$ cat src/rtl/spi_initiator.sv
// SPI mode-0 initiator: one width-bit word per accepted start, MSB first, each sclk level held halfperiod clocks.
// Latency: cs falls 1 cycle after start; done pulses (2*width+1)*halfperiod+1 cycles after start; start is ignored while busy.
module spi_initiator #(
    parameter int width        = 8,
    parameter int halfperiod   = 5,
    parameter int counterwidth = 4
) (
    input  logic             clk,
    input  logic             reset,
    input  logic             start,
    input  logic [width-1:0] txdata,
    input  logic             miso,
    output logic             busy,
    output logic             done,
    output logic [width-1:0] rxdata,
    output logic             cs,
    output logic             sclk,
    output logic             mosi
);

    typedef enum logic [2:0] {
        IDLE,
        SETUP,
        HIGH,
        LOW,
        HOLD,
        GAP
    } state_t;

    localparam int BW = $clog2(width + 1);
    localparam logic [counterwidth-1:0] LAST_PHASE = counterwidth'(halfperiod - 1);
    localparam logic [BW-1:0]           LAST_BIT   = BW'(width - 1);

    state_t                  state;
    logic [counterwidth-1:0] phase;
    logic [BW-1:0]           bits;
    logic [width-1:0]        tx;
    logic [width-1:0]        rx;

    always_ff @(posedge clk) begin
        if (reset) begin
            state <= IDLE;
            phase <= '0;
            bits  <= '0;
            tx    <= '0;
            rx    <= '0;
            cs    <= 1'b1;
            sclk  <= 1'b0;
            mosi  <= 1'b0;
            busy  <= 1'b0;
            done  <= 1'b0;
            // An aborted transfer keeps the last completed word; only an idle reset clears it.
            if (state == IDLE)
                rxdata <= '0;
        end else begin
            done <= 1'b0;
            if (state == IDLE) begin
                if (start) begin
                    tx    <= txdata;
                    mosi  <= txdata[width-1];
                    cs    <= 1'b0;
                    busy  <= 1'b1;
                    phase <= '0;
                    bits  <= '0;
                    state <= SETUP;
                end
            end else if (phase != LAST_PHASE) begin
                phase <= phase + 1'b1;
            end else begin
                phase <= '0;
                case (state)
                    SETUP: begin
                        sclk  <= 1'b1;
                        state <= HIGH;
                    end
                    HIGH: begin
                        sclk <= 1'b0;
                        rx   <= {rx[width-2:0], miso};
                        bits <= bits + 1'b1;
                        if (bits == LAST_BIT) begin
                            state <= HOLD;
                        end else begin
                            // Rotate so the next bit sits at the MSB; mosi moves with the falling edge.
                            tx    <= {tx[width-2:0], tx[width-1]};
                            mosi  <= tx[width-2];
                            state <= LOW;
                        end
                    end
                    LOW: begin
                        sclk  <= 1'b1;
                        state <= HIGH;
                    end
                    HOLD: begin
                        cs     <= 1'b1;
                        done   <= 1'b1;
                        rxdata <= rx;
                        state  <= GAP;
                    end
                    GAP: begin
                        busy  <= 1'b0;
                        state <= IDLE;
                    end
                    default: state <= IDLE;
                endcase
            end
        end
    end

endmodule

$ cat config.mk
export PLATFORM = sky130hd
export DESIGN_NAME = spi_initiator
export DESIGN_NICKNAME = d
export VERILOG_FILES = /design/src/rtl/spi_initiator.sv
export SDC_FILE = /design/constraint.sdc
export NUM_CORES = 1
export LEC_CHECK = 0
export CORE_MARGIN = 1.5
export CORE_UTILIZATION = 30
export CTS_BUF_LIST = sky130_fd_sc_hd__clkbuf_2
export DETAILED_ROUTE_END_ITERATION = 16
export SLEW_MARGIN = 20
export SYNTH_ARGS = -nofsm -noshare
export SYNTH_HDL_FRONTEND = slang
export SYNTH_SLANG_ARGS = --single-unit
export TNS_END_PERCENT = 20
$ cat constraint.sdc
create_clock -name clk -period 2.8 [get_ports clk]
set_input_delay 0.56 -clock clk [delete_from_list [all_inputs] [get_ports clk]]
set_output_delay 0.56 -clock clk [all_outputs]
set_load 0.05 [all_outputs]
==> results by group, run 1 <==
Drt
  • First-pass DRT Iterations: 4
  • Routed wire length: 3108 µm
  • Routed via count: 1340
  • DR vias/cell: 4.820
  • Antenna Nets Post-Route: 0
  • WL per Instance: 11.18 µm
  • Iteration-0 DRC Markers: 73
  • Drt drc: 0

Clock network
  • # hold bufs at CTS: 0
  • Clock slew at reported path FFs: 200 ps
  • Clk root buf: clkbuf_2
  • Post-CTS Setup Repair Bufs: 0
  • CTS Buf Count: 5
  • CTS tree: built
  • Clk Latency, worst-skew pair: 390 ps
  • CTS H-tree depth: 2
  • Clock sinks: 39
  • Cts repair resizes: 0
  • Max clock buf depth: 2

Place
  • Final HPWL DP: 2135 µm
  • Buffers added on ports: 24
  • Global placement routability congestion: 0.7879
  • Dpl cells: 270
  • Placed inst area: 2014 µm²
  • Placement Setup Slack: 469.4 ps

Layout
  • Final nets: 220
  • N_diodes: 0
  • Area growth syn-to-layout: 22.43%
  • Layout cells sized above 1: 8.738%
  • Post-Layout Cell Count: 278
  • Final-layout fill cell count: 577
  • Final Instance Area: 2083 µm²

Power and ir drop
  • Net Switching: 0.3450 mW
  • Register share of total power: 52.9%
  • P_int: 0.8478 mW
  • Part of the power in combinational logic: 18.2%
  • Sw Share: 28.93%
  • Pwr Density: 572.6 nW/µm²
  • Clock network fraction of total power: 28.8%
  • Maximum VDD drop: 0.2186 mV
  • Leakage power: 0.7432 nW

Floorplanning
  • Core region area: 5473 µm²
  • Rows: 27
  • Die H: 78.32 µm
  • Chip Width: 78.32 µm
  • Die area: 6133 µm²
  • Initial core utilization: 31.09%
  • I/O Pins: 25

Global route
  • Overflow after GRT: 0
  • Initial antenna violation count: 0
  • First-pass GRT wire length: 5395 µm
  • Pin count of the biggest net entering global routing: 31
  • Total GRT Usage: 10.93%
  • Number of global-route vias before repair: 1190

Critical path
  • Worst Path Arrival: 1610 ps
  • Worst Setup Start Kind: flop
  • Worst setup path class: flop to primary output
  • Worst reg2reg startpoint: state[1]
  • Critical Path Fanout Max: 3
  • R2r worst-path depth: 4
  • CP Buf/Inv Count: 1
  • Worst R2R Setup Slack: 750 ps
  • Worst R2R End: tx[6]
  • CP cell instances: clkdlybuf4s50_1
  • Critical Path End Type: primary output
  • Cell family with most CP delay: buffers and inverters
  • Slowest cell on the critical path: clkdlybuf4s50_1
  • Largest stage delay, worst path: 820 ps
  • Worst Path Required: 2240 ps

Hold path
  • Hold_sp: rx[7]
  • Worst Hold Endpoint: rx[7]
  • Min-delay worst type: flop to flop
  • Hold Crit Depth: 2

Logic synthesis
  • Syn_nets: 195
  • Synth area leaders: dfxtp_1 36%, edfxtp_1 14%, a21oi_1 5.9%, nand2_1 5.1%, mux2i_1 4.7%
  • Post-synthesis cell area: 1702 µm²
  • Post-Syn Instances: 180
  • Post-synth top area share: 36.47%
  • Netlist cell types: 35
  • Area leader, netlist: dfxtp_1
  • Yosys reg bits: 39
  • Yosys warning total: 0
  • Seq/Total Area, Yosys: 50.59%
  • Syn_area_per_cell: 9.454 µm²

STA
  • Final Hold Viols: 0
  • RSZ-0062 raised after global routing: no
  • Setup TNS Final: 0 ps
  • Crit path time final: 2167 ps
  • Max_slew headroom: 55.56%
  • Slew @ Worst Pin: 666.6 ps
  • Clock skew: 19.11 ps
  • Period utilization: 77.40%
  • Final WS setup: 632.7 ps
  • # setup viols final: 0
  • Max Fclk: 461.4 MHz
  • Max-slew violations: 0

Flow run
  • MaxCap Viol Count: 0

Status
  • Run status: finished, final reports clean
[flip-flops by register name, summed over array words and instances (netlist names)]
name and cells:
tx 7, rxdata 8, busy 1, sclk 1
mosi 1, cs 1, state 3, phase 4
rx 8, bits 4, done 1
[how the worst max path moves through the flow]
| stage | start | endpoint | slack [ps] | depth (start not counted) |
|---|---|---|---|---|
| floorplan | phase[0] | rxdata[0] | 770 | 6 |
| global placement | start | tx[6] | 570 | 5 |
| detailed placement | start | tx[2] | 470 | 5 |
| CTS | mosi | mosi | 610 | 1 |
| global route | cs | cs | 550 | 1 |
| finish | mosi | mosi | 630 | 1 |
[final cells by class]
cell class              count  area (µm²)  share of cell area (%)
repair buffers             28       270.3                   12.97
clock buffers               5       25.02                   1.201
multi-input cells         128       782.0                   37.54
clock inverters             3       43.79                   2.102
well taps                  72       90.09                   4.324
inverters                   3       11.26                  0.5405
flip-flops and latches     39       860.8                   41.32
[layer usage]
metal	track usage [%]	part of all wire (%)
met1	14.31	50
met2	17.13	44
met3	2.558	4.3
met4	4.821	1.6
met5	0	0
[Yosys cell counts]
library cell,number
a21oi_1,20
a211oi_2,2
buf_2,2
nor3_2,1
dfxtp_1,31
or3_1,2
nand2_1,23
or4b_1,1
nor3_1,8
o21bai_1,1
a21o_1,1
nor4_1,1
and2_1,2
xor2_1,1
mux2i_1,8
or3b_4,1
or4_1,1
nand3_1,5
o31ai_4,1
inv_1,3
nor2b_1,9
clkbuf_1,7
nor3b_1,1
ha_1,3
nor2_2,1
buf_6,1
o21ai_0,6
nor2_1,13
and3b_1,2
nand3b_1,2
edfxtp_1,8
nand2b_1,2
a211oi_1,7
a2bb2oi_1,1
xnor2_1,2
[logic make-up after synthesis]
group,synth area share (%)
xor gates and xnor gates,1.544
adders and majority gates,2.206
muxes,4.706
DFF,50.59
and+or+nand+nor,22.65
buffers and inverters,3.456
AOI/OAI and AO/OA,14.85
[power groups by stage]
| stage | Clock [mW] | Sequential, mW | Combinational [mW] |
|---|---|---|---|
| 2_1_floorplan | 0 | 0.680 | 0.118 |
| 3_3_place_gp | 0 | 0.642 | 0.218 |
| 3_5_place_dp | 0 | 0.642 | 0.219 |
| 4_1_cts | 0.356 | 0.631 | 0.220 |
| 5_1_grt | 0.387 | 0.636 | 0.235 |
| 6_report | 0.344 | 0.631 | 0.218 |
[placed cells by master (no fill, tap or decap), drive strengths merged, types with 3 or more instances in the layout]
master,netlist,layout
ha,3,3
clkdlybuf4s50,0,24
nor2b,9,9
buf,3,4
a21oi,20,20
nand2,23,23
nor3,9,9
a211oi,9,9
dfxtp,31,31
inv,3,3
nand3,5,5
nor2,14,14
edfxtp,8,8
clkbuf,7,5
o21ai,6,6
mux2i,8,8
[metrics by stage]
stage	hold WS [ps]	util [%]	total power, mW
global route	503.4	38.07	1.259
global placement	437.9	36.81	0.8607
detailed placement	441.7	36.81	0.8616
finish	464.1	38.07	1.193
CTS	465.6	38.07	1.207
floorplan	431.8	-	0.7971
No activity file was read; power rests on OpenSTA's default activity.
==> inputs of run 2 (changes only) <==
==> constraint.sdc (replaced) <==
create_clock -name clk -period 2 [get_ports clk]
set_input_delay 0.4 -clock clk [delete_from_list [all_inputs] [get_ports clk]]
set_output_delay 0.4 -clock clk [all_outputs]
set_load 0.05 [all_outputs]
==> run 2 against run 1 <==
Against the previous run: sequential power up 38%; critical path depth up 3; count of clock-buffer cells in the layout unchanged; clock power up 40%; highest routed layer unchanged; sequential share of layout area down 1.6 points; wire length up 2.2%; clock skew down 13 ps; global-route usage up 0.41 points; total power up 41%.
==> results by group, run 2 (synthesis gave the netlist of run 1 again) <==
Status
  • Run status: finished, final reports clean

Clock network
  • CTS tree: built
  • Clk Latency, worst-skew pair: 390 ps
  • CTS Buf Count: 5
  • Max clock buf depth: 2
  • Clock sinks: 39
  • CTS H-tree depth: 2
  • Clk root buf: clkbuf_2
  • Clock slew at reported path FFs: 200 ps
  • # hold bufs at CTS: 0

STA
  • Max_slew headroom: 55.18%
  • Setup TNS Final: 0 ps
  • Final Hold Viols: 0
  • Max-slew violations: 0
  • Period utilization: 92.19%
  • Crit path time final: 1844 ps
  • Clock skew: 5.750 ps
  • RSZ-0062 raised after global routing: no
  • Max Fclk: 542.4 MHz
  • Slew @ Worst Pin: 672.4 ps
  • Final WS setup: 156.2 ps
  • # setup viols final: 0

Critical path
  • Worst reg2reg startpoint: state[1]
  • Worst R2R Setup Slack: 160 ps
  • Worst R2R End: tx[4]
  • Worst setup path class: flop to flop
  • R2r worst-path depth: 4
  • Critical Path End Type: flop
  • Worst Path Required: 2330 ps
  • Worst Setup Start Kind: flop
  • Worst Path Arrival: 2170 ps
  • Critical Path Fanout Max: 16

Floorplanning
  • Core region area: 5473 µm²
  • Rows: 27
  • Initial core utilization: 31.09%
  • Chip Width: 78.32 µm
  • I/O Pins: 25
  • Die H: 78.32 µm
  • Die area: 6133 µm²

Drt
  • First-pass DRT Iterations: 4
  • Routed via count: 1350
  • WL per Instance: 11.14 µm
  • Iteration-0 DRC Markers: 70
  • Drt drc: 0
  • DR vias/cell: 4.737
  • Routed wire length: 3175 µm
  • Antenna Nets Post-Route: 0

Power and ir drop
  • Maximum VDD drop: 0.3482 mV
  • Leakage power: 0.9157 nW
  • Pwr Density: 777.3 nW/µm²
  • Tot Pwr: 1.685 mW

Layout
  • Final nets: 227
  • Most used cells in the layout excluding fill and tap cells: 31 x dfxtp_1, 23 x nand2_1, 20 x a21oi_1
  • Largest regs: rx x8, rxdata x8, tx x7
  • Post-Layout Cell Count: 285
  • Util after Layout: 39.60%
  • Layout cells sized above 1: 12.68%
  • Most common cell after layout, fill and taps aside: dfxtp_1
  • N_diodes: 0
  • Area growth syn-to-layout: 27.35%

Place
  • Dpl cells: 277
  • Global placement routability congestion: 0.7144
  • Placement Setup Slack: -52.66 ps
  • Final HPWL DP: 2213 µm
  • Buffers added on ports: 24

Global route
  • Number of global-route vias before repair: 1185
  • Initial antenna violation count: 0
  • Overflow after GRT: 0
  • Pin count of the biggest net entering global routing: 32
  • Total GRT Usage: 11.34%
  • First-pass GRT wire length: 5444 µm

Hold path
  • Min-delay worst type: flop to flop
  • Worst Hold Endpoint: rx[7]
  • Hold_sp: rx[7]
  • Hold Crit Depth: 2

Flow run
  • MaxCap Viol Count: 0
==> run 2: repair_timing <==
item                                    4_1_cts  5_1_grt
gates cloned                                  0        0
resized for setup                             3       11
setup buffers                                 0        0
pin swaps                                     0        1
endpoints found under the setup margin        3       13
==> run 2: report_power, final <==
| part | leakage, nW | total, mW | internal [mW] | switching, mW |
|---|---|---|---|---|
| registers | 0.332 | 0.870 | 0.849 | 0.0211 |
| clock network | 0.0429 | 0.481 | 0.212 | 0.269 |
| logic | 0.541 | 0.334 | 0.137 | 0.197 |
==> run 2: cell type report <==
type / instances / area [µm²]
Clock buffer: 5 / 25.02
Clock inverter: 3 / 43.79
Fill cell: 559 / 3306
Inverter: 3 / 11.26
Multi-Input combinational cell: 128 / 792.0
Sequential cell: 39 / 860.8
Tap cell: 72 / 90.09
Timing Repair Buffer: 35 / 344.1
==> run 2: worst max path at each step <==
stage,cells after the start,slack [ps],to,startpoint
2_1_floorplan,6,220,rxdata[0],phase[0]
3_3_place_gp,5,4,tx[4],start
3_5_place_dp,5,-50,tx[4],start
4_1_cts,1,3,sclk,sclk
5_1_grt,6,6,tx[4],phase[0]
6_report,4,160,tx[4],state[1]
==> run 2: through the flow <==
stage	hold WS, ps	area [µm²]
floorplan	431.8	1707
global placement	439.5	2072
detailed placement	449.7	2072
CTS	476.2	2137
global route	472.7	2167
finish	476.3	2167
==> run 2: critical path, cell delays in order (launching register included) <==
cell and delay (ps):
dfxtp_1 380, or3b_4 420, o31ai_4 640, nor2_1 90
a211oi_1 240
==> run 2: per-layer routing <==
layer / global-route usage [%] / part of all wire (%) / up-vias
li1: - / - / 695
met1: 13.70 / 47 / 612
met2: 18.26 / 45 / 37
met3: 3.605 / 5.8 / 6
met4: 5.357 / 2.0 / 0
met5: 0 / 0 / -
